==> src/rtl/pkt_collector_pkg.sv <==
// pkt_pkg: shared constants and types for the packet collector.
//   PKT_W / NUM_PORTS  packet width and number of serial lines
//   *_MSB / *_LSB      packet field positions (carried, not interpreted)
//   collect_state_t    deserializer FSM states
//   pkt_entry_t        one FIFO entry: packet word plus port mask
package pkt_pkg;

  localparam int PKT_W     = 64;
  localparam int NUM_PORTS = 4;

  localparam int DEST_MSB    = 63;
  localparam int DEST_LSB    = 48;
  localparam int SRC_MSB     = 47;
  localparam int SRC_LSB     = 32;
  localparam int PAYLOAD_MSB = 31;
  localparam int PAYLOAD_LSB = 0;

  typedef enum logic {IDLE, SHIFT} collect_state_t;

  typedef struct packed {
    logic [PKT_W-1:0]     data;
    logic [NUM_PORTS-1:0] port;
  } pkt_entry_t;

endpackage

==> src/rtl/pkt_collector_if.sv <==
// Bus interfaces of the packet collector.
//   ser_if: serial side from the switch (ser_valid strobe, ser_data lines);
//           master = switch, slave = collector.
//   pkt_if: parallel ready/valid packet side (pkt_valid, pkt_ready,
//           pkt_data, pkt_port); master = collector, slave = consumer.
interface ser_if;
  import pkt_pkg::*;
  logic                 ser_valid;
  logic [NUM_PORTS-1:0] ser_data;

  modport master (output ser_valid, ser_data);
  modport slave  (input  ser_valid, ser_data);
endinterface

interface pkt_if;
  import pkt_pkg::*;
  logic                 pkt_valid;
  logic                 pkt_ready;
  logic [PKT_W-1:0]     pkt_data;
  logic [NUM_PORTS-1:0] pkt_port;

  modport master (output pkt_valid, pkt_data, pkt_port, input  pkt_ready);
  modport slave  (input  pkt_valid, pkt_data, pkt_port, output pkt_ready);
endinterface

==> src/rtl/pkt_collector_fifo.sv <==
// pkt_fifo: synchronous FIFO holding completed packet entries.
//   clk, rst  clock, synchronous active-high reset
//   push/din  write request and entry
//   accept    push taken this cycle (not full, or full with a pop)
//   pop       read request; ignored when empty
//   dout      head entry, forced to zero when empty
//   empty     no entries
//   level     current occupancy, 0..DEPTH
module pkt_fifo
  import pkt_pkg::*;
#(
  parameter int DEPTH = 4
) (
  input  logic                       clk,
  input  logic                       rst,
  input  logic                       push,
  input  pkt_entry_t                 din,
  output logic                       accept,
  input  logic                       pop,
  output pkt_entry_t                 dout,
  output logic                       empty,
  output logic [$clog2(DEPTH):0]     level
);

  localparam int AW = $clog2(DEPTH);

  pkt_entry_t          mem [DEPTH];
  logic [AW-1:0]       wr_ptr, rd_ptr;
  logic                full, do_pop;

  assign empty  = (level == '0);
  assign full   = (level == (AW+1)'(DEPTH));
  assign do_pop = pop & ~empty;
  // A full FIFO still takes a push when the head leaves on the same edge.
  assign accept = push & (~full | do_pop);
  // Zero head when empty keeps the output bus clean after reset/drain.
  assign dout   = empty ? '0 : mem[rd_ptr];

  // Storage needs no reset; head is masked while empty.
  always_ff @(posedge clk) begin
    if (accept) mem[wr_ptr] <= din;
  end

  always_ff @(posedge clk) begin
    if (rst) begin
      wr_ptr <= '0;
      rd_ptr <= '0;
      level  <= '0;
    end else begin
      if (accept) wr_ptr <= wr_ptr + AW'(1);
      if (do_pop) rd_ptr <= rd_ptr + AW'(1);
      case ({accept, do_pop})
        2'b10:   level <= level + (AW+1)'(1);
        2'b01:   level <= level - (AW+1)'(1);
        default: level <= level;
      endcase
    end
  end

endmodule

==> src/rtl/pkt_collector.sv <==
// pkt_collector: deserializes 64-bit MSB-first packets from four one-hot
// serial lines, records which lines carried them, queues them in a FIFO
// and presents them on a ready/valid bus. Keeps packet/drop/runt stats.
//   clk, rst     clock, synchronous active-high reset
//   ser          serial input (ser_valid, ser_data[3:0])
//   pkt          packet output (pkt_valid, pkt_ready, pkt_data, pkt_port)
//   fifo_level   FIFO occupancy
//   pkt_cnt      packets written to FIFO (wraps)
//   drop_cnt     packets lost to a full FIFO (saturates)
//   runt_cnt     packets ended before 64 bits (saturates)
module pkt_collector
  import pkt_pkg::*;
#(
  parameter int FIFO_DEPTH = 4,
  parameter int STAT_W     = 8
) (
  input  logic                        clk,
  input  logic                        rst,
  ser_if.slave                        ser,
  pkt_if.master                       pkt,
  output logic [$clog2(FIFO_DEPTH):0] fifo_level,
  output logic [15:0]                 pkt_cnt,
  output logic [STAT_W-1:0]           drop_cnt,
  output logic [STAT_W-1:0]           runt_cnt
);

  collect_state_t       state;
  logic [5:0]           bit_cnt;
  logic [PKT_W-2:0]     shreg;
  logic [NUM_PORTS-1:0] mask;

  logic       ser_bit, push, accept, pop, empty;
  pkt_entry_t entry, head;

  assign ser_bit = |ser.ser_data;
  // The 64th bit is written straight into the FIFO on its sampling edge.
  assign push    = (state == SHIFT) & ser.ser_valid & (bit_cnt == 6'd63);
  assign entry   = '{data: {shreg, ser_bit}, port: mask | ser.ser_data};
  assign pop     = pkt.pkt_valid & pkt.pkt_ready;

  pkt_fifo #(.DEPTH(FIFO_DEPTH)) u_fifo (
    .clk    (clk),
    .rst    (rst),
    .push   (push),
    .din    (entry),
    .accept (accept),
    .pop    (pop),
    .dout   (head),
    .empty  (empty),
    .level  (fifo_level)
  );

  assign pkt.pkt_valid = ~empty;
  assign pkt.pkt_data  = head.data;
  assign pkt.pkt_port  = head.port;

  always_ff @(posedge clk) begin
    if (rst) begin
      state    <= IDLE;
      bit_cnt  <= '0;
      shreg    <= '0;
      mask     <= '0;
      pkt_cnt  <= '0;
      drop_cnt <= '0;
      runt_cnt <= '0;
    end else begin
      if (push) begin
        if (accept)              pkt_cnt  <= pkt_cnt + 16'd1;
        else if (drop_cnt != '1) drop_cnt <= drop_cnt + STAT_W'(1);
      end
      case (state)
        IDLE: begin
          if (ser.ser_valid) begin
            shreg   <= (PKT_W-1)'(ser_bit);
            bit_cnt <= 6'd1;
            mask    <= ser.ser_data;
            state   <= SHIFT;
          end
        end
        SHIFT: begin
          if (ser.ser_valid) begin
            if (bit_cnt == 6'd63) begin
              // Word already pushed; a following strobe restarts in IDLE.
              bit_cnt <= '0;
              state   <= IDLE;
            end else begin
              shreg   <= {shreg[PKT_W-3:0], ser_bit};
              bit_cnt <= bit_cnt + 6'd1;
              mask    <= mask | ser.ser_data;
            end
          end else begin
            if (runt_cnt != '1) runt_cnt <= runt_cnt + STAT_W'(1);
            bit_cnt <= '0;
            state   <= IDLE;
          end
        end
        default: state <= IDLE;
      endcase
    end
  end

endmodule
==> src/flat_wrapper.sv <==
// flat-port wrapper written by rule: the top's interface ports become plain ports
module pkt_collector_flat import pkt_pkg::*;
#(
  parameter int FIFO_DEPTH = 4,
  parameter int STAT_W     = 8
)
  (clk, rst, fifo_level, pkt_cnt, drop_cnt, runt_cnt, ser_ser_valid, ser_ser_data, pkt_pkt_valid, pkt_pkt_data, pkt_pkt_port, pkt_pkt_ready);
  ser_if ser_i ();
  pkt_if pkt_i ();
  input  logic clk;
  input  logic rst;
  output logic [$clog2(FIFO_DEPTH):0] fifo_level;
  output logic [15:0] pkt_cnt;
  output logic [STAT_W-1:0] drop_cnt;
  output logic [STAT_W-1:0] runt_cnt;
  input wire logic [$bits(ser_i.ser_valid)-1:0] ser_ser_valid;
  input wire logic [$bits(ser_i.ser_data)-1:0] ser_ser_data;
  output wire logic [$bits(pkt_i.pkt_valid)-1:0] pkt_pkt_valid;
  output wire logic [$bits(pkt_i.pkt_data)-1:0] pkt_pkt_data;
  output wire logic [$bits(pkt_i.pkt_port)-1:0] pkt_pkt_port;
  input wire logic [$bits(pkt_i.pkt_ready)-1:0] pkt_pkt_ready;
  assign ser_i.ser_valid = ser_ser_valid;
  assign ser_i.ser_data = ser_ser_data;
  assign pkt_pkt_valid = pkt_i.pkt_valid;
  assign pkt_pkt_data = pkt_i.pkt_data;
  assign pkt_pkt_port = pkt_i.pkt_port;
  assign pkt_i.pkt_ready = pkt_pkt_ready;
  pkt_collector #(.FIFO_DEPTH(FIFO_DEPTH), .STAT_W(STAT_W)) u_core (.clk(clk), .rst(rst), .ser(ser_i), .pkt(pkt_i), .fifo_level(fifo_level), .pkt_cnt(pkt_cnt), .drop_cnt(drop_cnt), .runt_cnt(runt_cnt));
endmodule
==> config.mk <==
export PLATFORM = sky130hd
export DESIGN_NAME = pkt_collector_flat
export DESIGN_NICKNAME = d
export VERILOG_FILES = /design/src/rtl/pkt_collector_pkg.sv /design/src/rtl/pkt_collector_if.sv /design/src/rtl/pkt_collector_fifo.sv /design/src/rtl/pkt_collector.sv /design/src/flat_wrapper.sv
export SDC_FILE = /design/constraint.sdc
export NUM_CORES = 1
export LEC_CHECK = 0
export BUFFER_PORTS_ARGS = -buffer_cell sky130_fd_sc_hd__buf_2
export CAP_MARGIN = 0
export CORE_ASPECT_RATIO = 1.5
export CORE_MARGIN = 3
export CORE_UTILIZATION = 33
export DETAILED_ROUTE_END_ITERATION = 12
export GPL_TIMING_DRIVEN = 0
export PLACE_DENSITY = 0.48
export SLEW_MARGIN = 10
export SYNTH_ARGS = -nofsm -noshare
export SYNTH_HDL_FRONTEND = slang
export SYNTH_SLANG_ARGS = --single-unit
==> constraint.sdc <==
create_clock -name clk -period 3.1 [get_ports clk]
set_clock_uncertainty 0.2 [all_clocks]
set_input_delay 0.155 -clock clk [delete_from_list [all_inputs] [get_ports clk]]
set_output_delay 0.155 -clock clk [all_outputs]
set_load 0.05 [all_outputs]
==> flow_metrics.py, run 1 <==
metrics = {
    "die": {
        "dieArea_um2": 48000,
        "die_h_um": 267,
        "pin_count": 112,
        "initial_core_util": 0.334,
        "row_count": 95,
        "core_um2": 44800,
        "fp.dieW_um": 180,
    },
    "setup_path": {
        "startpoint_type": "register",
        "critPathKind": "reg -> out",
        "critical_path_arrival_ns": 2.56,
        "cp_max_fo": 10,
        "crit_path_end_kind": "primary output",
        "worstPathRequired_ns": 2.74,
        "r2r-start": "u_core.bit_cnt[0]",
    },
    "logic_synthesis": {
        "synth_area_leaders": "edfxtp_1, dfxtp_1, mux4_2, and2_1, nand2b_1",
        "synth_top_area_cell": "edfxtp_1",
        "synth_edf_count": 272,
        "syn_inst": 943,
        "syn-cell-area_um2": 15000,
        "yosysWarningCount": 0,
        "async_reset_ff_frac": 0,
        "yosys.cell_types.count": 53,
        "synth_ff_type": "edfxtp_1",
        "syn_nets": 960,
        "avgSynthCellArea_um2": 15.9,
        "synth_top_area_share": 0.546,
        "ys_seq_area_frac": 0.699,
        "ys_seq_elements": 387,
    },
    "min_path": {
        "hp-class": "in -> reg",
        "hp-start": "rst",
    },
    "layout": {
        "drive_above_1_share": 0.249,
        "filler_cell_count": 4122,
        "layoutNonFillerInstCount": 1714,
        "syn2layout_area_growth_pct": 18.7,
        "final_util": 0.396,
        "nNetsFinal": 1118,
    },
    "clock_tree": {
        "postCtsSetupBuffers": 0,
        "cts.sinks": 387,
        "insertion_delay_ns": 0.52,
        "cts_tree": "built",
        "cts.path.max_buffers": 3,
        "cts_root_buf": "clkbuf_16",
        "cts_made_buffers": 38,
        "clk_pin_slew_ns": 0.06,
        "cts_max_level": 2,
    },
    "global_route": {
        "grt_first_pass_wirelength_um": 51900,
        "overflow": 0,
        "grtUsageTotal": 0.137,
        "antenna_found_initial": 2,
        "first_global_vias": 8908,
        "grt_max_degree": 46,
    },
    "run": {
        "cap_viol_max_count": 0,
    },
    "timing": {
        "max_clock_freq_mhz": 343,
        "setup_viol_count_final": 0,
        "setup_tns_ns": 0,
        "min_period_ns": 2.92,
        "relSlewSlack": 0.428,
        "report.final.slew_viol_count": 0,
        "rsz0062_at_grt": "false",
        "setup_slack_ns": 0.181,
        "period_share": 0.942,
        "whs_ns": 0.184,
        "tightest_slew_ns": 0.858,
        "hold_viol": 0,
    },
    "routing": {
        "drtPass1Iterations": 5,
        "ant_nets": 0,
        "drc_errors": 0,
        "vias": 8458,
        "vias_per_cell": 4.93,
        "wl_per_cell_um": 19.3,
        "drt_wl_total_um": 33100,
        "dr.first_iter.drc_count": 523,
    },
    "placement": {
        "placedCellCount": 1638,
        "gp_congestion": 0.741,
        "io_buffer_count": 109,
        "dpl.hpwl_um": 20800,
        "dp_worst_setup_slack_ns": -0.386,
    },
    "power_and_ir_drop": {
        "powerDensity_nw_per_um2": 586,
        "p_leak_uw": 0.00641,
        "peakVddDrop_uv": 403,
    },
    "run_status": {
        "outcome": "completed",
    },
}
[layout by cell type, fill, tap and decap left out, types with 5 or more instances in the layout]
master / count
a21oi_1: 25
and2_1: 69
and4_1: 5
buf_2: 116
clkbuf_1: 41
clkbuf_16: 42
clkinv_1: 5
clkinv_2: 7
dfxtp_1: 115
dlygate4sd3_1: 7
edfxtp_1: 272
ha_1: 8
inv_1: 12
mux2_2: 5
mux4_2: 68
nand2_1: 16
nand2b_1: 63
nand3_1: 13
nand4_1: 6
nor2_1: 31
nor3_1: 5
o21ai_0: 15
o22ai_1: 60
o31ai_1: 9
or3_1: 10
or4_1: 12
xnor2_1: 5
[where the power goes]
part	switching [uW]	internal (uW)	leakage, uW
registers	6.73	5470	0.00388
clock network	1950	2850	0.000645
logic	90.4	44.6	0.00189
[cell usage after synthesis (2+ instances only)]
library cell / count
buf_1: 2
o31ai_1: 9
nand4b_1: 3
nor2b_1: 4
o21ai_0: 15
mux4_2: 68
o211a_1: 2
xnor2_1: 5
xor2_1: 4
a21oi_1: 25
and3_1: 3
or2_2: 4
nand2b_1: 63
or3_1: 11
o211ai_1: 2
nand2_1: 16
and4_1: 5
mux2i_1: 3
nor3_1: 5
nand3_1: 13
or4_1: 12
nand4_1: 6
inv_1: 12
nor2_1: 31
a31oi_1: 4
ha_1: 8
o32ai_1: 2
mux2_2: 5
and2_1: 73
buf_2: 10
dfxtp_1: 115
nor4_1: 3
edfxtp_1: 272
a22oi_1: 4
o22ai_1: 60
clkbuf_1: 45
a21o_1: 3
[per-stage QoR]
step,cell area (um2),power (uW)
floorplan,15000,5670
global placement,16200,5720
detailed placement,16400,5720
CTS,17800,10600
global route,17800,10800
finish,17800,10400
[critical path, stage by stage (launching register included)]
cell and delay (ns):
dfxtp_1 0.51, buf_4 0.30, buf_4 0.29, mux4_2 0.56, and2_1 0.18, buf_2 0.20
[logic make-up (layout without fill, tap and decap cells)]
group | count (synthesis) | in the layout | synth area share
AO/OA/AOI/OAI | 134 | 134 | 0.0563
multiplexers | 76 | 76 | 0.108
buffers and inverters | 70 | 256 | 0.0189
AND/OR/NAND/NOR | 258 | 259 | 0.104
other | 0 | 2 | 0
flip-flops | 387 | 387 | 0.699
adder cells (fa/ha/maj) | 9 | 9 | 0.00802
XOR/XNOR | 9 | 9 | 0.00527
[cell type report]
| type | count | area [um2] | share of cell area |
|---|---|---|---|
| clock buffer | 47 | 1090 | 0.0613 |
| clock inverter | 22 | 221 | 0.0125 |
| multi-input combinational | 487 | 4250 | 0.239 |
| buffer | 55 | 241 | 0.0136 |
| inverter | 12 | 45.0 | 0.00254 |
| timing repair buffer | 120 | 718 | 0.0404 |
| tap | 582 | 728 | 0.0410 |
| antenna | 2 | 5.00 | 0.000282 |
| sequential | 387 | 10500 | 0.589 |
[flip-flops by register name (all words and copies together) (netlist names), named ones only]
name                  count
u_core.bit_cnt            6
u_core.drop_cnt           8
u_core.mask               4
u_core.pkt_cnt           16
u_core.runt_cnt           8
u_core.shreg             63
u_core.state              1
u_core.u_fifo.level       3
u_core.u_fifo.mem       272
u_core.u_fifo.rd_ptr      2
u_core.u_fifo.wr_ptr      2
[per-layer routing]
metal	share of wire	up-vias	track usage
met5	0	-	0
met2	0.52	146	0.251
met4	0.024	0	0.0414
met3	0.041	45	0.0263
met1	0.42	4286	0.164
li1	-	3981	-
[final timing paths]
check,to,slack [ns],cells after the start
min reg2reg,u_core.bit_cnt[1],0.28,2
max,pkt_pkt_data[62],0.18,5
min,u_core.drop_cnt[6],0.18,3
max reg2reg,u_core.u_fifo.mem[3][9],0.20,5
[what timing repair did]
item                                    4_1_cts  5_1_grt
endpoints found under the hold margin        54        0
pin swaps                                     0        1
endpoints found under the setup margin       89       99
cloned                                        0        1
gates resized for setup                       9        3
hold buffers                                  7        0
Note: power is estimated with default switching activity, not from simulation.
==> run 2, diff against run 1 <==
--- a/config.mk
+++ b/config.mk
@@ -8,8 +8,9 @@
 export BUFFER_PORTS_ARGS = -buffer_cell sky130_fd_sc_hd__buf_2
 export CAP_MARGIN = 0
 export CORE_ASPECT_RATIO = 1.5
-export CORE_MARGIN = 3
+export CORE_MARGIN = 10
 export CORE_UTILIZATION = 33
+export CTS_BUF_LIST = sky130_fd_sc_hd__clkbuf_8
 export DETAILED_ROUTE_END_ITERATION = 12
 export GPL_TIMING_DRIVEN = 0
 export PLACE_DENSITY = 0.48
==> run 2 against run 1 <==
  * Via count grew 1.4%
  * Sequential cell count is the same
  * Sequential share of layout area grew 0.57 points
  * Sequential power is essentially flat
  * Total power shrank 8.6%
  * Worst hold slack lost 0.10 ns
  * Routed wire length grew 3.6%
  * Register-to-register slack gained 0.03 ns
  * Combinational power is essentially flat
==> flow_metrics.py, run 2 (same netlist as run 1, synthesis figures left out) <==
metrics = {
    "setup_path": {
        "startpoint_type": "register",
        "cp_max_fo": 10,
        "critical_path_arrival_ns": 2.64,
        "path_delay_family": "buffers and inverters",
        "cp_cell_sequence": "clkbuf_1 > buf_1 > mux4_2 > and2_1 > buf_2",
        "worst-path-buf-inv": 3,
        "slowest_delay_ns": 0.62,
        "r2r-end": "u_core.u_fifo.mem[0][16]",
        "rrSetupSlack_ns": 0.23,
        "worstPathRequired_ns": 2.74,
        "reg2reg_depth": 5,
        "r2r-start": "u_core.bit_cnt[0]",
        "cpMaxStageDelayCell": "buf_1",
        "critPathKind": "reg -> out",
        "path_depth": 5,
        "crit_end": "pkt_pkt_data[25]",
        "crit_path_end_kind": "primary output",
    },
    "die": {
        "die_h_um": 281,
        "core_um2": 44800,
        "dieArea_um2": 54500,
        "fp.dieW_um": 194,
        "pin_count": 112,
        "row_count": 95,
        "initial_core_util": 0.334,
    },
    "global_route": {
        "grt_first_pass_wirelength_um": 52900,
        "overflow": 0,
        "grtUsageTotal": 0.123,
        "grt_max_degree": 45,
        "antenna_found_initial": 4,
        "first_global_vias": 8940,
    },
    "clock_tree": {
        "postCtsSetupBuffers": 0,
        "cts_root_buf": "clkbuf_8",
        "cts_max_level": 2,
        "cts.sinks": 387,
        "cts_made_buffers": 56,
        "insertion_delay_ns": 0.61,
        "cts.path.max_buffers": 3,
        "clk_pin_slew_ns": 0.07,
        "cts_tree": "built",
    },
    "routing": {
        "drt_wl_total_um": 34300,
        "drtPass1Iterations": 4,
        "drc_errors": 0,
        "dr.first_iter.drc_count": 459,
        "vias": 8577,
        "wl_per_cell_um": 19.5,
        "vias_per_cell": 4.89,
        "ant_nets": 0,
    },
    "power_and_ir_drop": {
        "p_leak_uw": 0.00642,
        "powerDensity_nw_per_um2": 541,
        "peakVddDrop_uv": 270,
    },
    "placement": {
        "dpl.hpwl_um": 21400,
        "io_buffer_count": 109,
        "gp_congestion": 0.766,
    },
    "timing": {
        "setup_viol_count_final": 0,
        "max_clock_freq_mhz": 334,
        "relSlewSlack": 0.453,
        "tightest_slew_ns": 0.820,
        "rsz0062_at_grt": "true",
        "period_share": 0.965,
        "min_period_ns": 2.99,
        "report.final.slew_viol_count": 0,
        "whs_ns": 0.0818,
        "hold_viol": 0,
    },
    "layout": {
        "drive_above_1_share": 0.256,
        "largest_reg_flops": 272,
        "syn2layout_area_growth_pct": 17.6,
        "final_util": 0.393,
        "top_regs": "u_core.u_fifo.mem: 272 flops, u_core.shreg: 63 flops, u_core.pkt_cnt: 16 flops",
        "nNetsFinal": 1137,
        "final_common_cell": "edfxtp_1",
        "top_register": "u_core.u_fifo.mem",
        "final_cell_mix": "edfxtp_1, buf_2, dfxtp_1, and2_1, mux4_2",
    },
    "min_path": {
        "hp-class": "in -> reg",
    },
    "run": {
        "cap_viol_max_count": 0,
    },
    "run_status": {
        "outcome": "completed",
    },
}
[run 2: changes by cell type in the layout (fill, tap and decap cells not counted), moves of 6 or more]
cell       change
clkbuf_1       -6
clkbuf_16     -42
clkbuf_8      +61
inv_1         +20
[run 2: per-stage QoR]
step           total power (uW)  setup TNS [ns]  setup WS, ns  cells  instance area (um2)
5_1_grt                    9900         -0.0603       -0.0201   1751                17600
6_report                   9520               0         0.109   1753                17600
3_3_place_gp               5720         -198.07        -0.730   1634                16200
2_1_floorplan              5670               0         0.212    943                15000
4_1_cts                    9680               0        0.0170   1748                17600
3_5_place_dp               5720           -3.61        -0.181   1639                16400
[run 2: tightest hold or removal path, delay by kind of cell]
family / cells / cell delay [ns]
multiplexers: 1 / 0.14
buffers and inverters: 1 / 0.35
AND/OR/NAND/NOR: 1 / 0.20
[run 2: worst min-delay path by stage]
stage	startpoint	endpoint	cells past startpoint
global route	rst	u_core.drop_cnt[7]	3
finish	rst	u_core.drop_cnt[5]	3
global placement	ser_ser_data[0]	u_core.mask[0]	3
floorplan	ser_ser_data[0]	u_core.mask[0]	2
detailed placement	ser_ser_data[3]	u_core.mask[3]	3
CTS	rst	u_core.drop_cnt[5]	3
[run 2: area by class of cell]
type / count / area, um2
Inverter: 12 / 45.0
Buffer: 54 / 249
Tap cell: 582 / 728
Timing Repair Buffer: 121 / 741
Fill cell: 4179 / 27200
Multi-Input combinational cell: 488 / 4270
Sequential cell: 387 / 10500
Antenna cell: 4 / 10.0
Clock inverter: 42 / 220
Clock buffer: 63 / 867
[run 2: power breakdown]
part           total (uW)  switching [uW]  internal, uW
clock network        3900            1940          1960
logic                 134            89.6          44.7
registers            5480            6.76          5470
[run 2: repair_timing]
action                                  4_1_cts  5_1_grt
pin swaps                                     0        2
endpoints found under the setup margin       80      201
cloned                                        0        2
endpoints found under the hold margin        67        0
hold buffers                                  7        0
gates resized for setup                      13        5
[run 2: routing by layer]
metal,track usage,up-vias,share of wire
met5,0,-,0.00023
met3,0.0284,71,0.050
li1,-,4028,-
met4,0.0439,2,0.026
met1,0.142,4299,0.42
met2,0.217,177,0.51
